<file path="config.mk">
export PLATFORM = sky130hd
export DESIGN_NAME = instr_fetch_unit
export DESIGN_NICKNAME = d
export VERILOG_FILES = /design/src/rtl/instr_fetch_unit.sv
export SDC_FILE = /design/constraint.sdc
export NUM_CORES = 1
export LEC_CHECK = 0
export CORE_MARGIN = 2
export CORE_UTILIZATION = 24
export CTS_CLUSTER_SIZE = 24
export DETAILED_ROUTE_END_ITERATION = 12
export GPL_ROUTABILITY_DRIVEN = 1
export HOLD_SLACK_MARGIN = 0.06
export REMOVE_ABC_BUFFERS = 1
export SETUP_SLACK_MARGIN = 0.3
export SLEW_MARGIN = 10
export SYNTH_ARGS = -nofsm -noshare
export SYNTH_HDL_FRONTEND = slang
export SYNTH_SLANG_ARGS = --single-unit
</file>
<file path="constraint.sdc">
create_clock -name clk_i -period 2.6 [get_ports clk_i]
set_input_delay 0.52 -clock clk_i [delete_from_list [all_inputs] [get_ports clk_i]]
set_output_delay 0.52 -clock clk_i [all_outputs]
set_load 0.02 [all_outputs]
</file>
<file path="src/rtl/instr_fetch_unit.sv">
// Fetch stage: reads instruction memory at the PC with req/ack, buffers words in a DEPTH-entry FIFO for the decoder.
// Latency: a word acked at edge N is presented on ir_o with ir_valid_o=1 after edge N when the FIFO was empty.
// Backpressure: the FIFO holds words while ir_ready_i=0; no new fetch starts while the FIFO is full.
module instr_fetch_unit #(
    parameter int DATA_W   = 16,
    parameter int ADDR_W   = 16,
    parameter int DEPTH    = 2,
    parameter int MAX_WAIT = 15
) (
    input  logic              clk_i,
    input  logic              re_n_i,
    input  logic [ADDR_W-1:0] pc_in_i,
    output logic              pc_inc_o,
    output logic              pc_w_o,
    output logic              mem_req_o,
    output logic [ADDR_W-1:0] mem_addr_o,
    input  logic              mem_ack_i,
    input  logic [DATA_W-1:0] mem_data_i,
    input  logic              flush_i,
    output logic [DATA_W-1:0] ir_o,
    output logic              ir_valid_o,
    input  logic              ir_ready_i,
    output logic              fetch_fault_o
);
    localparam int PTR_W = $clog2(DEPTH);
    localparam int CNT_W = $clog2(DEPTH) + 1;
    localparam int TMR_W = $clog2(MAX_WAIT + 1);

    // DRAIN waits out a request that a flush has already made useless;
    // the memory handshake may not be withdrawn, so the request stays up.
    typedef enum logic [1:0] {
        IDLE  = 2'd0,
        REQ   = 2'd1,
        DRAIN = 2'd2,
        FAULT = 2'd3
    } state_t;

    state_t            state_q, state_d;
    logic [ADDR_W-1:0] faddr_q, faddr_d;
    logic [TMR_W-1:0]  timer_q, timer_d;

    logic [DATA_W-1:0] mem_q [DEPTH];
    logic [PTR_W-1:0]  rd_ptr_q, wr_ptr_q;
    logic [CNT_W-1:0]  count_q;

    logic push;
    logic pop;
    logic pc_pulse;
    logic fifo_full;
    logic timed_out;

    assign fifo_full = (count_q == CNT_W'(DEPTH));
    // The cycle that would bring the no-ack count to MAX_WAIT is the last REQ/DRAIN cycle.
    assign timed_out = (timer_q >= TMR_W'(MAX_WAIT - 1));

    // FSM state, fetch address and timeout timer registers
    always_ff @(posedge clk_i) begin
        if (!re_n_i) begin
            state_q <= IDLE;
            faddr_q <= '0;
            timer_q <= '0;
        end else begin
            state_q <= state_d;
            faddr_q <= faddr_d;
            timer_q <= timer_d;
        end
    end

    // Next-state logic, FIFO push and the PC increment/write pulse
    always_comb begin
        state_d  = state_q;
        faddr_d  = faddr_q;
        timer_d  = timer_q;
        push     = 1'b0;
        pc_pulse = 1'b0;
        case (state_q)
            IDLE: begin
                // PC is sampled only here, so a branch load at a flush edge is picked up next time
                if (!flush_i && !fifo_full) begin
                    state_d = REQ;
                    faddr_d = pc_in_i;
                    timer_d = '0;
                end
            end
            REQ: begin
                if (mem_ack_i) begin
                    timer_d = '0;
                    state_d = IDLE;
                    if (!flush_i) begin
                        push     = 1'b1;
                        pc_pulse = 1'b1;
                    end
                end else if (timed_out) begin
                    state_d = FAULT;
                    timer_d = TMR_W'(MAX_WAIT);
                end else begin
                    timer_d = timer_q + TMR_W'(1);
                    if (flush_i) begin
                        state_d = DRAIN;
                    end
                end
            end
            DRAIN: begin
                if (mem_ack_i) begin
                    timer_d = '0;
                    state_d = IDLE;
                end else if (timed_out) begin
                    state_d = FAULT;
                    timer_d = TMR_W'(MAX_WAIT);
                end else begin
                    timer_d = timer_q + TMR_W'(1);
                end
            end
            FAULT: begin
                if (flush_i) begin
                    timer_d = '0;
                    state_d = IDLE;
                end
            end
            default: state_d = IDLE;
        endcase
        // Reset wins even over an ack arriving in the same cycle
        if (!re_n_i) begin
            push     = 1'b0;
            pc_pulse = 1'b0;
        end
    end

    assign pop = ir_valid_o && ir_ready_i;

    // Instruction FIFO: a flush empties it and outranks both push and pop
    always_ff @(posedge clk_i) begin
        if (!re_n_i) begin
            rd_ptr_q <= '0;
            wr_ptr_q <= '0;
            count_q  <= '0;
            for (int i = 0; i < DEPTH; i++) begin
                mem_q[i] <= '0;
            end
        end else if (flush_i) begin
            rd_ptr_q <= '0;
            wr_ptr_q <= '0;
            count_q  <= '0;
        end else begin
            if (push) begin
                mem_q[wr_ptr_q] <= mem_data_i;
                wr_ptr_q        <= wr_ptr_q + PTR_W'(1);
            end
            if (pop) begin
                rd_ptr_q <= rd_ptr_q + PTR_W'(1);
            end
            if (push && !pop) begin
                count_q <= count_q + CNT_W'(1);
            end else if (pop && !push) begin
                count_q <= count_q - CNT_W'(1);
            end
        end
    end

    assign mem_req_o     = (state_q == REQ) || (state_q == DRAIN);
    assign mem_addr_o    = faddr_q;
    assign fetch_fault_o = (state_q == FAULT);
    assign pc_inc_o      = pc_pulse;
    assign pc_w_o        = pc_pulse;
    assign ir_o          = mem_q[rd_ptr_q];
    assign ir_valid_o    = (count_q != '0);

endmodule

</file>
==> results of run 1 <==
[worst paths after layout]
| check | slack [ns] | endpoint | start | depth (start not counted) |
|---|---|---|---|---|
| setup / recovery | 0.36 | pc_w_o | re_n_i | 5 |
| hold reg to reg | 0.51 | rd_ptr_q | rd_ptr_q | 2 |
| hold / removal | 0.51 | rd_ptr_q | rd_ptr_q | 2 |
| setup reg to reg | 0.69 | count_q[1] | state_q[1] | 8 |
[layer usage]
| metal | part of all wire | vias up | track usage | wire, um |
|---|---|---|---|---|
| met3 | 0.089 | 7 | 0.0520 | 515 |
| met1 | 0.44 | 906 | 0.122 | 2520 |
| met5 | 0 | - | 0 | 0 |
| met2 | 0.46 | 63 | 0.174 | 2680 |
| met4 | 0.011 | 0 | 0.0238 | 63 |
| li1 | - | 930 | - | - |
[synth_stat cells, types with 2 or more instances]
library cell,instances
edfxtp_1,32
and3_1,33
xor2_1,3
nor2b_1,18
nand2b_1,3
mux2i_1,17
buf_2,4
buf_4,2
nand3_1,3
dfxtp_1,27
a21boi_1,2
ha_1,8
inv_1,4
clkbuf_1,6
a21oi_1,2
a211o_1,2
nor2_1,7
nand2_1,5
o21ai_0,2
mux2_2,16
[where the power goes]
group	leakage, nW	switching [W]	internal, W
clock network	0.0799	0.000352	0.000331
registers	0.552	0.0000198	0.00103
logic	1.02	0.000161	0.000173
[area by class of cell]
cell class | count | area (um^2)
clock buffer | 9 | 124
clock inverter | 6 | 33.8
fill | 1118 | 7050
inverter | 5 | 18.8
multi-input combinational | 137 | 1070
sequential | 59 | 1500
tap | 140 | 175
timing repair buffer | 83 | 822
[critical path: cells and delay by family]
kind	cells	cell delay, ns
buffers and inverters	3	0.92
and+or+nand+nor	2	0.27
[logic make-up after synthesis]
kind of cell / synth area share
muxes: 0.132
adders and majority gates: 0.0377
AOI/OAI and AO/OA: 0.0533
buffers and inverters: 0.0330
and+or+nand+nor: 0.165
xor gates and xnor gates: 0.0132
DFF: 0.566
[sequential cells by signal (all words and copies together) (netlist names), named ones only]
signal      count
timer_q         4
mem_addr_o     16
state_q         2
mem_q          32
wr_ptr_q        1
rd_ptr_q        1
count_q         2
[repair_timing]
item,CTS,global route
buffers inserted,0,0
hold buffers,0,0
pin swaps,0,0
setup endpoints to repair,19,11
gates resized for setup,11,11
[stage by stage]
stage	std cells	hold slack (ns)
after global placement	424	0.487
after CTS	439	0.514
after floorplan	201	0.472
after global routing	439	0.537
final	439	0.515
after detailed placement	424	0.497
==> results.tsv, run 1 <==
stage	metric	value	unit
placement	dpl cell area	3570	um^2
placement	pre-CTS WS	0.0674	ns
global_route	vias in the first global route	1966	
yosys	synth warn	0	
drt	Total Wirelength	5.78	mm
clock_network	CTS tree	yes	
clock_network	clock buffer depth	2	
worst_setup_path	Crit-path slowest cell	clkdlybuf4s50_1	
layout	commonest non-fill, non-tap cell in the layout	clkdlybuf4s50_1	
pwr	Cell Pwr Density	551	nW/um^2
timing	max-slew violation count	0	
die	io pins	74	
global_route	GRT overflow	0	
worst_setup_path	WP data arrival	1.72	ns
die	die width	109	um
drt	via count	1906	
drt	DRC viols	0	
timing	TNS Setup	0	ns
yosys	Post-synth EDFFs	32	
yosys	Seq/Total Area, Yosys	0.566	
layout	Area growth syn-to-layout	41.1	%
layout	most frequent cells in the layout	54 x clkdlybuf4s50_1, 33 x and3_1, 32 x edfxtp_1	
die	DIE AREA	11900	um^2
drt	drt pass-1 iters	4	
worst_setup_path	CP required	2.08	ns
timing	Final min period	2.24	ns
clock_network	clk_lat worst skew	0.33	ns
clock_network	htree depth	3	
die	Core ar.	10800	um^2
die	effective utilization at floorplan	0.246	
worst_setup_path	Worst setup SP type	input pin	
yosys	top_reg_cell synth	edfxtp_1	
timing	worst clock skew	0.00689	ns
flow_run	MaxCap Viol Count	0	
worst_setup_path	CP Capture Type	primary output	
global_route	pin count of the biggest net entering global routing	34	
placement	routability cong.	0.747	
global_route	first-pass GRT wire length	9.51	mm
die	Die Y	109	um
global_route	initial antenna violation count	0	
layout	design area	3740	um^2
yosys	Synth Instances	214	
timing	RSZ-0062 raised after global routing	no	
min_path	HP Class	reg -> reg	
timing	ratio of final minimum period to clock period	0.862	
pwr	total power	0.00206	W
drt	1st-iter DRT viols	55	
layout	fin util	0.347	
pwr	IR Drop Worst-Case VDD	0.242	mV
yosys	library cells used by synthesis	38	
yosys	#FFs+latches synth	59	
clock_network	root buf cell	clkbuf_8	
drt	Detail Route Antenna Nets	0	
drt	Via density	4.34	
yosys	area leader, netlist	edfxtp_1	
die	row count	38	
timing	crit path setup slack, layout	0.360	ns
worst_setup_path	CP cell instances	clkdlybuf4s50_1 > nor2b_1 > nand3_1 > inv_2 > clkdlybuf4s15_1	
worst_setup_path	worst-path fanout max	3	
timing	actual slew at the worst max-slew pin	0.451	ns
yosys	Syn Area/Cell	12.4	um^2
global_route	Global Route Usage Sum	0.105	
drt	Avg WL per Cell	13.2	um
layout	layout cells sized above 1	0.154	
worst_setup_path	crit-path max cell delay	0.51	ns
timing	Final setup viols	0	
layout	n_diodes	0	
placement	DP HPWL	3.93	mm
timing	Final Hold Fails	0	
worst_setup_path	Crit Path Class	in -> out	
clock_network	clock slew at the register clock pins of the worst setup and hold paths	0.06	ns
layout	final-stage net count	340	
timing	Worst slew margin	0.699	
placement	Port Buffer Count	73	
pwr	Leakage	1.65	nW
clock_network	# clock sinks	59	
status	status	finished clean	
yosys	post-synth top area share	0.362	
clock_network	CTS buffer count	9	
yosys	Area contributors post-synth	edfxtp_1 36%, dfxtp_1 20%, and3_1 7.8%	
yosys	FFs w/ async S/R, synth	0	
yosys	Synth Cell Area	2650	um^2
timing	fmax	446	MHz
No activity file was read; power rests on OpenSTA's default activity.
==> inputs of run 2 (changes only) <==
--- a/config.mk
+++ b/config.mk
@@ -13,6 +13,7 @@
 export HOLD_SLACK_MARGIN = 0.06
 export REMOVE_ABC_BUFFERS = 1
 export SETUP_SLACK_MARGIN = 0.3
+export SKIP_LAST_GASP = 1
 export SLEW_MARGIN = 10
 export SYNTH_ARGS = -nofsm -noshare
 export SYNTH_HDL_FRONTEND = slang
==> results of run 2 <==
Final layout, timing and power as in run 1 (identical DEF).
==> inputs of run 3 (changes only) <==
--- a/config.mk
+++ b/config.mk
@@ -5,12 +5,14 @@
 export SDC_FILE = /design/constraint.sdc
 export NUM_CORES = 1
 export LEC_CHECK = 0
+export ABC_AREA = 1
+export ABC_CLOCK_PERIOD_IN_PS = 2600
 export CORE_MARGIN = 2
 export CORE_UTILIZATION = 24
 export CTS_CLUSTER_SIZE = 24
 export DETAILED_ROUTE_END_ITERATION = 12
 export GPL_ROUTABILITY_DRIVEN = 1
-export HOLD_SLACK_MARGIN = 0.06
+export HOLD_SLACK_MARGIN = 0.02
 export REMOVE_ABC_BUFFERS = 1
 export SETUP_SLACK_MARGIN = 0.3
 export SKIP_LAST_GASP = 1
==> results.tsv, run 3 <==
stage	metric	value	unit	change
clock_network	CTS resizes	15		was 11
die	effective utilization at floorplan	0.246		about the same
timing	RSZ-0062 raised after global routing	no		unchanged
min_path	Min-Delay Endpoint	timer_q[3]		was rd_ptr_q
worst_setup_path	CP Capture Type	primary output		unchanged
clock_network	clock buffer depth	2		unchanged
pwr	switching share of power	0.310		was 0.258
yosys	post-synth top area share	0.359		was 0.362
worst_setup_path	worst reg2reg setup slack	0.66	ns	was 0.69 ns
yosys	library cells used by synthesis	25		was 38
global_route	GRT overflow	0		unchanged
worst_setup_path	WP depth	6		was 5
timing	worst clock skew	0.00841	ns	was 0.00689 ns
min_path	Hold Startpoint	timer_q[3]		was rd_ptr_q
drt	via count	2020		was 1,906
worst_setup_path	reg2reg end	count_q[1]		unchanged
worst_setup_path	depth of the most critical reg-to-reg path	10		was 8
worst_setup_path	CP top delay family	buffers and inverters		unchanged
min_path	worst hold path cell count	2		unchanged
global_route	pin count of the biggest net entering global routing	33		was 34
global_route	first-pass GRT wire length	9.00	mm	was 9.51 mm
placement	routability cong.	0.775		was 0.747
worst_setup_path	Worst setup SP type	input pin		unchanged
clock_network	CTS tree	yes		unchanged
worst_setup_path	CP cell instances	clkdlybuf4s50_1 > inv_2 > nor2_4 > inv_2 > nor2_8 > dlygate4sd2_1		was clkdlybuf4s50_1 > nor2b_1 > nand3_1 > inv_2 > clkdlybuf4s15_1
global_route	Global Route Usage Sum	0.0973		was 0.105
layout	fin util	0.347		about the same
global_route	vias in the first global route	2041		was 1,966
clock_network	buffer count from post-CTS setup fixing	0		unchanged
drt	DRC viols	0		unchanged
timing	Final Hold Fails	0		unchanged
timing	TNS Setup	0	ns	unchanged
clock_network	Post-CTS Hold Buffers	0		unchanged
global_route	initial antenna violation count	0		unchanged
layout	commonest non-fill, non-tap cell in the layout	clkdlybuf4s50_1		unchanged
die	Core ar.	10900	um^2	was 10,800 um^2
drt	drt pass-1 iters	4		unchanged
yosys	synth warn	0		unchanged
worst_setup_path	crit-path max cell delay	0.49	ns	was 0.51 ns
yosys	area leader, netlist	edfxtp_1		unchanged
timing	ratio of final minimum period to clock period	0.848		was 0.862
worst_setup_path	worst-path fanout max	4		was 3
yosys	Seq/Total Area, Yosys	0.560		was 0.566
timing	actual slew at the worst max-slew pin	0.283	ns	was 0.451 ns
yosys	Syn Area/Cell	9.78	um^2	was 12.4 um^2
yosys	Area contributors post-synth	edfxtp_1 36%, dfxtp_1 20%, inv_1 6.7%		was edfxtp_1 36%, dfxtp_1 20%, and3_1 7.8%
clock_network	CTS buffer count	9		unchanged
yosys	Post-synth EDFFs	32		unchanged
pwr	net switching power	0.000902	W	was 0.000533 W
layout	final-stage net count	401		was 340
timing	Worst slew margin	0.811		was 0.699
timing	fmax	454	MHz	was 446 MHz
status	status	finished clean		unchanged
drt	Detail Route Antenna Nets	0		unchanged
worst_setup_path	WP data arrival	1.68	ns	was 1.72 ns
pwr	IR Drop Worst-Case VDD	0.435	mV	was 0.242 mV
worst_setup_path	Crit Path Class	in -> out		unchanged
die	die width	110	um	was 109 um
yosys	Synth Cell Area	2680	um^2	was 2650 um^2
timing	Final setup viols	0		unchanged
yosys	FFs w/ async S/R, synth	0		unchanged
yosys	Post-synth top cells	48 x inv_1, 45 x nor2_1, 32 x edfxtp_1		was 33 x and3_1, 32 x edfxtp_1, 27 x dfxtp_1
yosys	#FFs+latches synth	59		unchanged
layout	n_diodes	0		unchanged
clock_network	clk_lat worst skew	0.33	ns	about the same
placement	dpl cells	485		was 424
yosys	top_reg_cell synth	edfxtp_1		unchanged
clock_network	htree depth	3		unchanged
layout	layout cells sized above 1	0.130		was 0.154
die	io pins	74		unchanged
die	row count	38		unchanged
pwr	Leakage	1.65	nW	about the same
pwr	Reg power frac	0.402		was 0.507
placement	Port Buffer Count	73		unchanged
pwr	Combinational Power Share	0.294		was 0.162
clock_network	clock slew at the register clock pins of the worst setup and hold paths	0.06	ns	about the same
timing	Final min period	2.20	ns	was 2.24 ns
pwr	Cell Pwr Density	772	nW/um^2	was 551 nW/um^2
drt	Total Wirelength	5.64	mm	was 5.78 mm
die	Die Y	110	um	was 109 um
clock_network	# clock sinks	59		unchanged
worst_setup_path	number of buffers and inverters on the critical path	4		was 3
yosys	top-count cell post-synth	inv_1		was and3_1
drt	1st-iter DRT viols	46		was 55
yosys	Synth Instances	274		was 214
layout	most frequent cells in the layout	54 x clkdlybuf4s50_1, 48 x inv_1, 45 x nor2_1		was 54 x clkdlybuf4s50_1, 33 x and3_1, 32 x edfxtp_1
drt	Avg WL per Cell	11.3	um	was 13.2 um
pwr	internal power	0.00201	W	was 0.00153 W
die	DIE AREA	12000	um^2	was 11,900 um^2
clock_network	root buf cell	clkbuf_8		unchanged
layout	Largest register FFs	32		unchanged
drt	Via density	4.03		was 4.34
timing	max-slew violation count	0		unchanged
flow_run	MaxCap Viol Count	0		unchanged
timing	final hold slack	0.443	ns	was 0.515 ns
layout	Reg with most FFs	mem_q		unchanged
layout	Area growth syn-to-layout	41.0	%	was 41.1%
pwr	Clock Power Share	0.303		was 0.331
worst_setup_path	CP dominant cell by count	inv_2		
placement	DP HPWL	3.95	mm	was 3.93 mm
layout	fill cell count	1133		was 1,118
worst_setup_path	FF-to-FF Start	state_q[1]		unchanged
layout	fin cells	501		was 439
worst_setup_path	CP required	2.08	ns	about the same
min_path	HP Class	reg -> reg		unchanged
worst_setup_path	Crit-path slowest cell	clkdlybuf4s50_1		unchanged
==> run 3: changes by cell type after synthesis, moves of 4 or more <==
cell      change
a21oi_1      +23
o21ai_0      +17
clkbuf_1      -4
mux2i_1      -17
nor2b_1      -18
nor2_1       +38
nand2_1      +18
nand3_1       +4
and3_1       -33
inv_1        +44
==> run 3: worst max path at each step <==
| stage | end | startpoint | slack, ns |
|---|---|---|---|
| after global placement | pc_w_o | mem_ack_i | 0.11 |
| after CTS | ir_o[2] | register | 0.30 |
| final | pc_inc_o | re_n_i | 0.40 |
| after detailed placement | pc_inc_o | mem_ack_i | 0.1 |
| after floorplan | mem_q[1][0] | state_q[1] | 0.68 |
| after global routing | pc_inc_o | re_n_i | 0.31 |
==> run 3: worst reg2reg max path: stages, from the launching register on <==
cell,delay (ns)
dfxtp_1,0.38
inv_1,0.10
ha_1,0.25
nand2_2,0.15
nor2_8,0.06
buf_4,0.15
ha_1,0.32
a21oi_1,0.11
o21ai_0,0.11
o21ai_0,0.16
a21oi_1,0.05
==> run 3: cell families after synthesis <==
family / after synthesis / synth area share
buf+inv: 60 / 0.0986
simple gates: 82 / 0.137
flops: 59 / 0.560
xor+xnor: 2 / 0.00654
fa+ha+maj: 8 / 0.0374
compound gates: 47 / 0.0929
mux: 16 / 0.0673
==> run 3: through the flow <==
| stage | setup WS (ns) | total power [W] | area, um^2 |
|---|---|---|---|
| 2_1_floorplan | 0.676 | 0.00169 | 2600 |
| 3_3_place_gp | 0.107 | 0.00206 | 3570 |
| 3_5_place_dp | 0.0978 | 0.00208 | 3570 |
| 4_1_cts | 0.305 | 0.00297 | 3760 |
| 5_1_grt | 0.309 | 0.00308 | 3780 |
| 6_report | 0.396 | 0.00291 | 3780 |
==> run 3: layout make-up <==
type | instances | area [um^2] | share of cell area
tap | 140 | 175 | 0.0464
multi-input combinational | 155 | 916 | 0.243
inverter | 50 | 188 | 0.0497
sequential | 59 | 1500 | 0.398
clock inverter | 7 | 82.6 | 0.0219
clock buffer | 9 | 124 | 0.0328
timing repair buffer | 81 | 790 | 0.209
==> run 3: power by group through the flow <==
stage | combinational (W) | sequential (W) | clock, W
2_1_floorplan | 0.000412 | 0.00128 | 0
3_3_place_gp | 0.000874 | 0.00119 | 0
3_5_place_dp | 0.000885 | 0.00119 | 0
4_1_cts | 0.000877 | 0.00117 | 0.000916
5_1_grt | 0.000945 | 0.00119 | 0.000947
6_report | 0.000858 | 0.00117 | 0.000884
==> run 3: routing by layer <==
| metal | up-vias | global-route usage | routed length (um) |
|---|---|---|---|
| met2 | 61 | 0.162 | 2600 |
| met1 | 911 | 0.114 | 2570 |
| met3 | 6 | 0.0362 | 404 |
| li1 | 1042 | - | - |
| met5 | - | 0 | 0 |
| met4 | 0 | 0.0353 | 63 |
